$ cat src/rtl/viterbi_decode.sv
// rtl/viterbi_decode.sv - hard-decision Viterbi decoder for the K=3 rate-1/2 (101,111) code
// Four-state ACS with saturating, normalised metrics and register-exchange survivors.
module viterbi_decode #(
  parameter int TB   = 15,
  parameter int PM_W = 5
) (
  input  logic clk,
  input  logic rst,
  input  logic code_in,
  input  logic code_vld,
  input  logic frame_start,
  output logic dout,
  output logic dout_vld
);
  localparam int                CNT_W    = $clog2(TB + 1);
  localparam logic [CNT_W-1:0]  CNT_FULL = CNT_W'(TB);
  localparam logic [PM_W-1:0]   PM_MAX   = '1;

  logic                phase;
  logic                r1;
  logic [PM_W-1:0]     pm       [4];
  logic [TB-1:0]       surv     [4];
  logic [CNT_W-1:0]    step_cnt;
  logic [CNT_W-1:0]    cnt_next;
  logic [PM_W-1:0]     acs_pm   [4];
  logic [PM_W-1:0]     norm_pm  [4];
  logic [TB-1:0]       acs_surv [4];
  logic [PM_W-1:0]     min_pm;
  logic [1:0]          best;

  // Hamming distance between the received pair and the label of branch {a,b} --u-->
  function automatic logic [1:0] branch_metric(input logic u, input logic a, input logic b,
                                               input logic rx1, input logic rx2);
    logic c1;
    logic c2;
    c1 = u ^ b;
    c2 = u ^ a ^ b;
    return {1'b0, c1 ^ rx1} + {1'b0, c2 ^ rx2};
  endfunction

  function automatic logic [PM_W-1:0] sat_add(input logic [PM_W-1:0] m, input logic [1:0] bm);
    logic [PM_W:0] s;
    s = {1'b0, m} + {{(PM_W-1){1'b0}}, bm};
    return s[PM_W] ? PM_MAX : s[PM_W-1:0];
  endfunction

  for (genvar n = 0; n < 4; n++) begin : g_acs
    localparam logic U  = 1'(n / 2);
    localparam logic A  = 1'(n % 2);
    localparam int   P0 = 2 * (n % 2);
    localparam int   P1 = P0 + 1;

    logic [PM_W-1:0] cand_lo;
    logic [PM_W-1:0] cand_hi;
    logic            take_hi;
    logic [TB-1:0]   pred_surv;

    assign cand_lo   = sat_add(pm[P0], branch_metric(U, A, 1'b0, r1, code_in));
    assign cand_hi   = sat_add(pm[P1], branch_metric(U, A, 1'b1, r1, code_in));
    // strict compare so a tie keeps the {a,0} predecessor
    assign take_hi   = cand_hi < cand_lo;
    assign acs_pm[n] = take_hi ? cand_hi : cand_lo;
    assign pred_surv = take_hi ? surv[P1] : surv[P0];
    assign acs_surv[n] = {pred_surv[TB-2:0], U};
    assign norm_pm[n]  = acs_pm[n] - min_pm;
  end

  always_comb begin
    min_pm = acs_pm[0];
    best   = 2'd0;
    for (int i = 1; i < 4; i++) begin
      if (acs_pm[i] < min_pm) begin
        min_pm = acs_pm[i];
        best   = 2'(i);
      end
    end
  end

  assign cnt_next = (step_cnt == CNT_FULL) ? CNT_FULL : step_cnt + 1'b1;

  always_ff @(posedge clk or posedge rst) begin
    if (rst) begin
      phase    <= 1'b0;
      r1       <= 1'b0;
      step_cnt <= '0;
      dout     <= 1'b0;
      dout_vld <= 1'b0;
      for (int i = 0; i < 4; i++) begin
        pm[i]   <= (i == 0) ? '0 : PM_MAX;
        surv[i] <= '0;
      end
    end else begin
      dout_vld <= 1'b0;
      if (code_vld) begin
        if (frame_start) begin
          // any pending half pair is dropped; this bit is c1 of the new frame
          phase    <= 1'b1;
          r1       <= code_in;
          step_cnt <= '0;
          for (int i = 0; i < 4; i++) begin
            pm[i]   <= (i == 0) ? '0 : PM_MAX;
            surv[i] <= '0;
          end
        end else if (!phase) begin
          phase <= 1'b1;
          r1    <= code_in;
        end else begin
          phase    <= 1'b0;
          step_cnt <= cnt_next;
          for (int i = 0; i < 4; i++) begin
            pm[i]   <= norm_pm[i];
            surv[i] <= acs_surv[i];
          end
          if (cnt_next == CNT_FULL) begin
            dout     <= acs_surv[best][TB-1];
            dout_vld <= 1'b1;
          end
        end
      end
    end
  end

endmodule

$ cat config.mk
export PLATFORM = sky130hd
export DESIGN_NAME = viterbi_decode
export DESIGN_NICKNAME = d
export VERILOG_FILES = /design/src/rtl/viterbi_decode.sv
export SDC_FILE = /design/constraint.sdc
export NUM_CORES = 1
export LEC_CHECK = 0
export ABC_AREA = 1
export BUFFER_PORTS_ARGS = -buffer_cell sky130_fd_sc_hd__buf_4
export CAP_MARGIN = 20
export CORE_UTILIZATION = 55
export DETAILED_ROUTE_END_ITERATION = 6
export PLACE_DENSITY = 0.76
export REMOVE_ABC_BUFFERS = 1
export SETUP_SLACK_MARGIN = 0.2
export SLEW_MARGIN = 20
export SYNTH_ARGS = -nofsm -noshare
export SYNTH_HDL_FRONTEND = slang
export SYNTH_SLANG_ARGS = --single-unit
$ cat constraint.sdc
create_clock -name clk -period 7.3 [get_ports clk]
set_clock_uncertainty 0.1 [all_clocks]
set_input_delay 0.365 -clock clk [delete_from_list [all_inputs] [get_ports clk]]
set_output_delay 0.365 -clock clk [all_outputs]
set_load 0.03 [all_outputs]
==> flow_metrics.tcl <==
set metrics [dict create \
    status "completed" \
    synth-seq-cells 78 \
    grt_setup_unrepaired "false" \
    min_period_ns 6.64 \
    first_pass_iters 6 \
    clk_latency_ns 0.35 \
    place.gp.congestion 0.906 \
    critPathLaunchType "flop" \
    yosys.area.top_type "dfrtp_1" \
    detail-route-antenna-nets 0 \
    crit_path_max_fanout 15 \
    grt_usage_pct 27.6 \
    grt_pass1_vias 5665 \
    nNetsFinal 1030 \
    die_y_um 111 \
    wl_per_cell_um 14.7 \
    setup_violations 0 \
    clk_pin_slew_worst_paths_ns 0.06 \
    worst-r2r-setup-slack_ns 0.66 \
    cp_slowest_cell "dfrtp_2" \
    ys_seq_area_share_pct 30.1 \
    cp-end-kind "flop" \
    path_common_cell "nand2_1" \
    grt_pass1_wl_mm 27.2 \
    synthDominantCellAreaShare_pct 24.1 \
    boundaryPins 7 \
    crit_buf_inv 11 \
    fin_setup_tns_ns 0 \
    async_flop_share_pct 100 \
    ctsRootBufferMaster "clkbuf_16" \
    yosys_warnings 0 \
    cts_buffer_depth 2 \
    cp.arrival_ns 6.83 \
    antenna_cells 0 \
    synthXorXnorAreaFrac_pct 3.97 \
    fillerInstances 1011 \
    cts_buffers 9 \
    synth_adder_area_share_pct 9.94 \
    max_freq_ghz 0.151 \
    busiest_layer "met2" \
    route.detailed.drc 0 \
    r2r_cells 49 \
    synth_compound_area_share_pct 14.9 \
    cts_tree "done" \
    drt_wl_total_mm 16.5 \
    drtIter0Drc 491 \
    reg2reg_to "pm[7]" \
    finalHoldViolations 0 \
    synth_area_um2 6550 \
    synth_area_per_cell_um2 6.86 \
    path_class "flop to flop" \
    die_w_um 111 \
    port_buffers 6 \
    slew_viol_final 0 \
    synth_simple_gate_area_share_pct 31.5 \
    dp_hpwl_mm 11.8 \
    synth_common_cells "nand2_1, o21ai_0, inv_1" \
    synth_edf_count 0 \
    clock_sinks 78 \
    core_area_um2 11500 \
    fin_crit_sh_pct 90.9 \
    synth_top_family_by_area "simple AND/OR/NAND/NOR gates" \
    met2_usage_pct 44.2 \
    synth-main-ff-cell "dfrtp_1" \
    timing.rr.start "r1" \
    worstPathRequired_ns 7.49 \
    relSlewSlack_pct 32.1 \
    hold_class "input pin to asynchronous set/reset pin" \
    num_rows 39 \
    met1_usage_pct 37.8 \
    tightest_slew_ns 1.02 \
    die_area_um2 12300 \
    start_util_pct 56.9 \
    antenna_found_initial 0 \
    synth.most_common_cell "nand2_1" \
    synthCells 954 \
    post_drt_via_cell_ratio 5.55 \
    layout-drive-gt1-share_pct 17.5 \
    maxCapViolCount 0 \
    synthMuxAreaShare_pct 0 \
    grt_max_degree 79 \
    crit_family "simple AND/OR/NAND/NOR gates" \
    overflow 0 \
    synth_area_leaders "dfrtp_1, nand2_1, ha_1" \
    max_stage_delay_ns 0.42 \
    syn2layout_area_growth_pct 12.3 \
    vias 6213 \
    cts.htree.levels 3 \
    gr-usage-met3_pct 4.21 \
    synth.distinct_cells 40 \
]
-- layer usage --
metal	part of all wire [%]	vias up	routed length [um]
met5	0	-	0
met4	2.8	0	461
met3	5.0	34	818
met2	46	169	7500
met1	47	2886	7690
li1	-	3124	-
-- cells in the final DEF (no fill, tap or decap), types with 5 or more instances in the layout --
master	count
o21bai_1	5
inv_2	14
or2_2	12
ha_1	42
inv_1	101
nand3_1	71
nor2_2	8
o21ai_0	118
nand3_2	5
buf_4	39
dfrtp_1	62
nand2_4	6
nand2_2	23
xor2_1	18
nand2_1	223
nor2_1	91
o21ai_1	9
a21oi_1	21
o22ai_1	7
o21ai_2	5
ha_4	7
xnor2_1	8
clkbuf_16	9
nand4_1	10
dfstp_2	15
-- worst max path at each step --
stage / startpoint / end / slack [ns] / depth (start not counted)
CTS: r1 / pm[19] / 0.23 / 49
floorplan: r1 / pm[19] / 0.39 / 49
global route: r1 / pm[14] / 0.19 / 52
detailed placement: code_in / pm[14] / -0.22 / 49
finish: r1 / pm[7] / 0.66 / 49
global placement: code_in / pm[14] / 0.0009 / 49
-- logic make-up (layout without fill, tap and decap cells) --
| group | Yosys count | in the layout |
|---|---|---|
| xor gates and xnor gates | 28 | 28 |
| buffers and inverters | 153 | 176 |
| and+or+nand+nor | 461 | 461 |
| AOI/OAI and AO/OA | 182 | 182 |
| DFF | 78 | 78 |
| adders and majority gates | 52 | 52 |
-- stage by stage --
step | hold slack, ns | instance area (um^2) | std cells | utilization (%) | setup WS [ns]
detailed placement | 0.380 | 6810 | 1097 | 59.1 | -0.223
global route | 0.112 | 7350 | 1120 | 63.8 | 0.190
finish | 0.0971 | 7350 | 1120 | 63.8 | 0.661
CTS | 0.105 | 7120 | 1112 | 61.8 | 0.235
floorplan | 0.353 | 6370 | 921 | - | 0.389
global placement | 0.375 | 6810 | 1097 | 59.1 | 0.000904
-- sequential cells by signal, summed over array words and instances (netlist names) --
signal and count:
step_cnt 4, dout 1, dout_vld 1, pm 20
surv 50, r1 1, phase 1
-- worst register-to-register path, delay by kind of cell (launching register included) --
kind	cells	cell delay [ns]
adder cells (fa/ha/maj)	7	1.68
buffers and inverters	11	1.03
XOR/XNOR	2	0.34
AO/OA/AOI/OAI	7	1.00
AND/OR/NAND/NOR	22	2.02
flip-flops	1	0.42
-- layout make-up --
cell class                 instances  area [um^2]  area share [%]
multi-input combinational        723         4130            56.2
clock buffer                      10          239            3.25
tap                              143          179            2.43
sequential                        78         1970            26.8
timing repair buffer              41          315            4.29
inverter                         120          457            6.21
clock inverter                     5         57.6           0.783
-- what timing repair did --
action                     in CTS  in global routing
gates resized for setup         8                 38
gates cloned                    0                  0
pin swaps                       0                  8
hold buffers                    0                  0
setup endpoints to repair      19                 16
setup buffers                   0                  8
Power is not shown: default switching activity piles up to over one toggle a cycle in this logic, so the estimate is an artifact.
